### src/rtl/regfile_loader_pkg.sv
// Shared state encoding and parameter defaults for the register-file loader.
// REGFILE_LOADER_VERIFY_EN adds the CHECK state used by the read-back verify path.
package regfile_loader_pkg;

  localparam int unsigned DATA_W_DEF     = 8;
  localparam int unsigned ADDR_W_DEF     = 4;
  localparam int unsigned FIRST_ADDR_DEF = 1;
  localparam int unsigned LAST_ADDR_DEF  = 15;

  typedef enum logic [1:0] {
    ST_IDLE   = 2'd0,
    ST_LOAD   = 2'd1,
    ST_FINISH = 2'd2
`ifdef REGFILE_LOADER_VERIFY_EN
    , ST_CHECK = 2'd3
`endif
  } state_t;

endpackage

### src/rtl/loader_addr_counter.sv
// Write-address counter: loads FIRST_ADDR, increments per accepted word and
// saturates at LAST_ADDR so it can never run past the end or wrap to 0.
module loader_addr_counter #(
  parameter int unsigned ADDR_W     = 4,
  parameter int unsigned FIRST_ADDR = 1,
  parameter int unsigned LAST_ADDR  = 15
) (
  input  logic              clk,
  input  logic              reset_n,
  input  logic              load,
  input  logic              inc,
  output logic [ADDR_W-1:0] addr
);

  localparam logic [ADDR_W-1:0] FIRST = ADDR_W'(FIRST_ADDR);
  localparam logic [ADDR_W-1:0] LAST  = ADDR_W'(LAST_ADDR);

  always_ff @(posedge clk or negedge reset_n) begin
    if (!reset_n)
      addr <= FIRST;
    else if (load)
      addr <= FIRST;
    else if (inc && (addr != LAST))
      addr <= addr + ADDR_W'(1);
  end

endmodule

### src/rtl/regfile_loader.sv
// Streams words from a valid/ready source into register-file write port 3.
// Optional macro REGFILE_LOADER_VERIFY_EN adds read-back checking (RA_chk/RD_chk/err).
module regfile_loader
  import regfile_loader_pkg::*;
#(
  parameter int unsigned DATA_W     = DATA_W_DEF,
  parameter int unsigned ADDR_W     = ADDR_W_DEF,
  parameter int unsigned FIRST_ADDR = FIRST_ADDR_DEF,
  parameter int unsigned LAST_ADDR  = LAST_ADDR_DEF
) (
  input  logic              clk,
  input  logic              reset_n,
  input  logic              start,
  input  logic              in_valid,
  input  logic [DATA_W-1:0] in_data,
  output logic              in_ready,
  output logic              busy,
  output logic              done,
  output logic              we3,
  output logic [ADDR_W-1:0] WA3,
  output logic [DATA_W-1:0] WD3
`ifdef REGFILE_LOADER_VERIFY_EN
  ,
  output logic [ADDR_W-1:0] RA_chk,
  input  logic [DATA_W-1:0] RD_chk,
  output logic              err
`endif
);

  state_t            state_q, state_d;
  logic [ADDR_W-1:0] addr;
  logic              accept;
  logic              start_acc;
  logic              at_last;

  assign in_ready  = (state_q == ST_LOAD);
  assign busy      = (state_q != ST_IDLE);
  assign done      = (state_q == ST_FINISH);
  assign accept    = in_valid & in_ready;
  assign start_acc = (state_q == ST_IDLE) & start;
  assign at_last   = (addr == ADDR_W'(LAST_ADDR));

  loader_addr_counter #(
    .ADDR_W     (ADDR_W),
    .FIRST_ADDR (FIRST_ADDR),
    .LAST_ADDR  (LAST_ADDR)
  ) u_addr (
    .clk     (clk),
    .reset_n (reset_n),
    .load    (start_acc),
    .inc     (accept),
    .addr    (addr)
  );

  always_ff @(posedge clk or negedge reset_n) begin
    if (!reset_n) state_q <= ST_IDLE;
    else          state_q <= state_d;
  end

  always_comb begin
    state_d = state_q;
    case (state_q)
      ST_IDLE:   if (start) state_d = ST_LOAD;
`ifdef REGFILE_LOADER_VERIFY_EN
      ST_LOAD:   if (accept && at_last) state_d = ST_CHECK;
      ST_CHECK:  state_d = ST_FINISH;
`else
      ST_LOAD:   if (accept && at_last) state_d = ST_FINISH;
`endif
      ST_FINISH: state_d = ST_IDLE;
      default:   state_d = ST_IDLE;
    endcase
  end

  // Write port is registered: the word accepted this cycle is written next cycle.
  always_ff @(posedge clk or negedge reset_n) begin
    if (!reset_n) begin
      we3 <= 1'b0;
      WA3 <= '0;
      WD3 <= '0;
    end else begin
      we3 <= accept;
      if (accept) begin
        WA3 <= addr;
        WD3 <= in_data;
      end
    end
  end

`ifdef REGFILE_LOADER_VERIFY_EN
  logic              chk_v;
  logic [DATA_W-1:0] chk_data;
  logic              err_q;
  logic              mismatch;

  // Keep a private copy of the last write so back-to-back writes don't disturb the check.
  always_ff @(posedge clk or negedge reset_n) begin
    if (!reset_n) begin
      chk_v    <= 1'b0;
      RA_chk   <= '0;
      chk_data <= '0;
      err_q    <= 1'b0;
    end else begin
      chk_v    <= we3;
      RA_chk   <= WA3;
      chk_data <= WD3;
      if (start_acc)     err_q <= 1'b0;
      else if (mismatch) err_q <= 1'b1;
    end
  end

  assign mismatch = chk_v & (RD_chk != chk_data);
  assign err      = err_q | mismatch;
`endif

endmodule

### config.mk
export PLATFORM = sky130hd
export DESIGN_NAME = regfile_loader
export DESIGN_NICKNAME = d
export VERILOG_FILES = /design/src/rtl/regfile_loader_pkg.sv /design/src/rtl/loader_addr_counter.sv /design/src/rtl/regfile_loader.sv
export SDC_FILE = /design/constraint.sdc
export NUM_CORES = 1
export LEC_CHECK = 0
export CAP_MARGIN = 15
export CORE_MARGIN = 5
export CORE_UTILIZATION = 45
export DETAILED_ROUTE_END_ITERATION = 10
export PLACE_DENSITY = 0.89
export SLEW_MARGIN = 20
export SYNTH_ARGS = -nofsm -noshare
export SYNTH_HDL_FRONTEND = slang
export SYNTH_SLANG_ARGS = --single-unit
### constraint.sdc
create_clock -name clk -period 2.5 [get_ports clk]
set_input_delay 0.25 -clock clk [delete_from_list [all_inputs] [get_ports clk]]
set_output_delay 0.25 -clock clk [all_outputs]
set_load 0.02 [all_outputs]
==> impl_metrics.yaml, run 1 <==
clock_network:
  cts-root-buf: "clkbuf_4"
  ctsResizeCount: 0
  cts_tree: "yes"
  cts_buffer_depth: 2
  clk_pin_slew_ps: 100
  cts.sinks: 19
  ctsHoldBuffers: 0
  cts_max_level: 1
  cts_made_buffers: 3
  worst_skew_pair.late_latency_ps: 300
  cts_setup_buffers: 0
drt:
  first_pass_iters: 4
  route.detailed.wl_per_inst_um: 12.13
  first_iter_violations: 7
  via_per_inst: 4.723
  num_vias: 647
  route.detailed.drc: 0
  ant_nets: 0
  wirelength_um: 1662
sta:
  hold_viol_final: 0
  min_period_over_period: 0.7317
  worstMarginPinSlew_ps: 807.1
  skew_ps: 2.504
  fmax_ghz: 0.5466
  whs_ps: 407.8
  fin_setup_tns_ps: 0
  finalCriticalPeriod_ps: 1829
  slew_viol_final: 0
  setup_viol_count_final: 0
  max_slew_margin: 0.4602
  rsz0062_at_grt: "false"
worst_setup_path:
  r2r_start: "u_addr.addr[0]"
  start_kind: "register"
  r2r_slack_ps: 1100
  path_class: "register to primary output"
  crit_fanout: 5
  crit_family: "buffers and inverters"
  r2r_end: "state_q[0]"
  slowest_stage: "clkdlybuf4s50_1"
  worst-r2r-cell-count: 4
  startpoint: "state_q[0]"
  cp_cell_sequence: "or2_2 > clkdlybuf4s50_1"
  max_stage_delay_ps: 540
  arrival_ps: 1580
  path_buf_inv: 1
  crit_required_ps: 2250
  cp-end-kind: "primary output"
status:
  outcome: "finished, final reports clean"
power:
  peakVddDrop_mv: 0.6303
  p_leak_nw: 0.5345
  power_density_mw_per_mm2: 1049
die:
  ioPinCount: 28
  initial_core_util: 0.4659
  dieWidth_um: 52.05
  rows: 15
  dieArea_sq_mm: 0.002709
  die_h_um: 52.05
  core_sq_mm: 0.001708
place:
  dp_hpwl_um: 1257
  port_buffers: 27
  gp_congestion: 0.7384
grt:
  overflow: 0
  grt_max_degree: 20
  grtUsageTotal: 0.1407
  antenna_found_initial: 0
  grt_pass1_wl_um: 2773
  grt_pass1_vias: 637
logic_synthesis:
  syn_inst: 83
  synth_edf_count: 0
  yosys.area.top_type_share: 0.5660
  ys_ff_latch: 19
  synth_most_common_cell: "nand2_1"
  syn_avg_cell_area_sq_um: 9.588
  ys_seq_area_frac: 0.5991
  syn_area_sq_um: 795.8
  ys_dominant_reg_cell: "dfrtp_1"
  netlist_top_cells_count: "nand2_1 (37), dfrtp_1 (18), nand3_1 (4)"
  async_reset_ff_frac: 1.000
  syn_nets: 96
  synth_cell_types: 24
  ys_top_cells_by_area: "dfrtp_1 (57%), nand2_1 (17%), dfstp_2 (3.3%)"
  yosys_warnings: 0
  synth_top_area_cell: "dfrtp_1"
layout:
  area.growth.synth_to_final_pct: 39.62
  fin_nets: 126
  antenna_cells: 0
  drive_gt1_frac: 0.06250
flow_run:
  maxCapViolations: 0
min_path:
  min_path_type: "input port to async pin"
worst max path at each step:
stage,end,slack [ps],cells past startpoint
final,busy,670,2
after CTS,busy,660,2
after floorplan,state_q[0],1250,4
after global routing,busy,610,2
after global placement,u_addr.addr[2],870,5
after detailed placement,u_addr.addr[2],840,5
cell families (layout without fill, tap and decap cells):
logic type      Yosys count  count (layout)  synth area share
simple gates             52              52            0.3051
flops                    19              19            0.5991
compound gates            7               7           0.05504
buf+inv                   4              33           0.02515
fa+ha+maj                 1               1           0.01572
cell usage in the layout (no fill, tap or decap), drive strengths merged:
| master | synthesis | layout |
|---|---|---|
| o21ai | 2 | 2 |
| nor2b | 1 | 1 |
| clkdlybuf4s50 | 0 | 27 |
| and4b | 1 | 1 |
| or3b | 1 | 1 |
| nand3 | 4 | 4 |
| dfrtp | 18 | 18 |
| ha | 1 | 1 |
| nand2 | 37 | 37 |
| a21oi | 2 | 2 |
| or2 | 1 | 1 |
| dfstp | 1 | 1 |
| a21o | 1 | 1 |
| nor3 | 1 | 1 |
| nand3b | 1 | 1 |
| o311ai | 1 | 1 |
| inv | 2 | 2 |
| or3 | 1 | 1 |
| nor2 | 2 | 2 |
| clkbuf | 0 | 4 |
| o31ai | 1 | 1 |
| and3 | 1 | 1 |
| and2b | 1 | 1 |
power by group:
| part | internal, mW | total, mW | switching, mW |
|---|---|---|---|
| Sequential | 0.424 | 0.509 | 0.0852 |
| Combinational | 0.239 | 0.502 | 0.262 |
| Clock | 0.0622 | 0.155 | 0.0926 |
| Total | 0.726 | 1.17 | 0.440 |
per-stage QoR:
stage | worst slack [ps] | power, mW | cell area [sq um] | utilization | cells
floorplan | 1252 | 0.7823 | 795.8 | - | 83
global placement | 873.6 | 1.005 | 1085 | 0.6352 | 133
detailed placement | 836.7 | 1.025 | 1085 | 0.6352 | 133
CTS | 659.2 | 1.178 | 1111 | 0.6505 | 137
global route | 606.3 | 1.251 | 1111 | 0.6505 | 137
finish | 670.6 | 1.166 | 1111 | 0.6505 | 137
sequential cells by signal, indices dropped and copies added, names as in the netlist:
signal and cells:
state_q 2, u_addr.addr 4, WD3 8, we3 1, WA3 4
per-layer routing:
layer  share of wire  wire, um  track usage
met2            0.51       848       0.2364
met3           0.048        80      0.02579
met5               0         0            0
met1            0.41       689       0.1618
met4           0.026        44      0.09170
worst register-to-register path: stages, from the launching register on:
cell and delay [ps]:
dfstp_2 590, ha_1 210, and3_1 240, nand2_1 70, a21o_1 180
area by class of cell:
type / count / area (sq um)
clock buffer: 4 / 26.28
fill: 137 / 596.8
inverter: 2 / 7.507
multi-input combinational: 60 / 299.0
sequential: 19 / 476.7
tap: 25 / 31.28
timing repair buffer: 27 / 270.3
Note: power is estimated with default switching activity, not from simulation.
==> run 2, diff against run 1 <==
Settings changed: CORE_UTILIZATION 45 to 43, PLACE_DENSITY 0.89 to 0.86.
Clock period 2.5 ns to 1.74 ns, I/O delays scaled along.
==> impl_metrics.yaml, run 2 (synthesis gave the netlist of run 1 again) <==
status:
  outcome: "finished, final reports clean"
worst_setup_path:
  max_stage_delay_ps: 450
  cp_cell_sequence: "or2_2 > dlygate4sd2_1"
  crit_fanout: 5
  path_buf_inv: 1
  crit_family: "flip-flops"
  start_kind: "register"
  cp-end-kind: "primary output"
  crit_required_ps: 1570
  arrival_ps: 1380
  slowest_stage: "dfrtp_1"
  path_class: "register to primary output"
drt:
  first_pass_iters: 4
  num_vias: 671
  wl_met3_um: 75
  wirelength_um: 1684
  route.met2.wl_um: 895
  via_per_inst: 4.793
  ant_nets: 0
  route.detailed.wl_per_inst_um: 12.03
  wirelength_met1_um: 669
  top_layer_used: "met4"
  route.detailed.drc: 0
  first_iter_violations: 3
clock_network:
  cts_tree: "yes"
  worst_skew_pair.late_latency_ps: 300
  cts-root-buf: "clkbuf_4"
  cts.sinks: 19
  ctsHoldBuffers: 0
  clk_pin_slew_ps: 100
  cts_buffer_depth: 2
  cts_max_level: 1
  cts_made_buffers: 3
grt:
  grt_pass1_wl_um: 2856
  grtUsageTotal: 0.1406
  grt_pass1_vias: 698
  antenna_found_initial: 0
  overflow: 0
  grt_max_degree: 20
layout:
  mostFrequentLayoutCells: "nand2_1 (37), clkdlybuf4s50_1 (24), dfrtp_1 (18), nand3_1 (4)"
  final_cell_area_sq_mm: 0.001137
  reg_top3: "WD3 (8), WA3 (4), u_addr.addr (4)"
  area.growth.synth_to_final_pct: 42.92
  largest_register: "WD3"
  drive_gt1_frac: 0.08696
  fin_nets: 129
  antenna_cells: 0
  largest_reg_flops: 8
  layout_commonest_cell: "nand2_1"
sta:
  whs_ps: 187.4
  skew_ps: 4.121
  finalCriticalPeriod_ps: 1553
  slew_viol_final: 0
  hold_viol_final: 0
  fin_ws_ps: 186.8
  fmax_ghz: 0.6438
  max_slew_margin: 0.8228
  min_period_over_period: 0.8926
  rsz0062_at_grt: "false"
  fin_setup_tns_ps: 0
  setup_viol_count_final: 0
  worstMarginPinSlew_ps: 261.7
min_path:
  min_path_type: "input port to async pin"
die:
  ioPinCount: 28
  rows: 15
  die_h_um: 53.02
  dieArea_sq_mm: 0.002811
  core_sq_mm: 0.001745
  dieWidth_um: 53.02
  initial_core_util: 0.4559
place:
  gp_congestion: 0.7068
  pre_cts_ws_ps: 288.5
  dp_hpwl_um: 1320
  port_buffers: 27
  postPlaceCellArea_sq_mm: 0.001107
power:
  power_density_mw_per_mm2: 1482
  p_leak_nw: 0.5687
  peakVddDrop_mv: 0.9825
flow_run:
  maxCapViolations: 0
-- run 2: cell type report --
type / count / area (sq um)
clock buffer: 4 / 26.28
fill: 160 / 608.1
sequential: 19 / 476.7
multi-input combinational: 60 / 299.0
timing repair buffer: 30 / 296.5
inverter: 2 / 7.507
tap: 25 / 31.28
-- run 2: power by group --
part,switching (mW),total [mW],internal (mW)
registers,0.123,0.732,0.609
clock network,0.132,0.222,0.0894
logic,0.383,0.733,0.350
total,0.638,1.69,1.05
-- run 2: path summary, 6_finish.rpt --
check                               startpoint             end  slack [ps]  depth (start not counted)
min in group clk                    in_data[7]          WD3[7]         400                          3
worst min register to register          WD3[7]          WD3[7]         480                          2
max in group asynchronous              reset_n  u_addr.addr[0]        1290                          2
worst max register to register  u_addr.addr[1]  u_addr.addr[3]         350                          4
worst min-delay path                   reset_n      state_q[0]         190                          2
worst max-delay path                state_q[0]            busy         190                          2
-- run 2: what timing repair did --
| item | in CTS | in global routing |
|---|---|---|
| gates resized for setup | 1 | 2 |
| setup endpoints to repair | 1 | 2 |
| buffers inserted | 0 | 0 |
-- run 2: through the flow --
step	instances	power (mW)	util
global route	140	1.821	0.6516
global placement	136	1.458	0.6344
floorplan	83	1.124	-
detailed placement	136	1.494	0.6344
CTS	140	1.713	0.6487
finish	140	1.686	0.6516
-- run 2: metal layers --
metal | GRT usage | vias up
li1 | - | 334
met1 | 0.1545 | 315
met5 | 0 | -
met4 | 0.07660 | 0
met3 | 0.03662 | 6
met2 | 0.2438 | 16
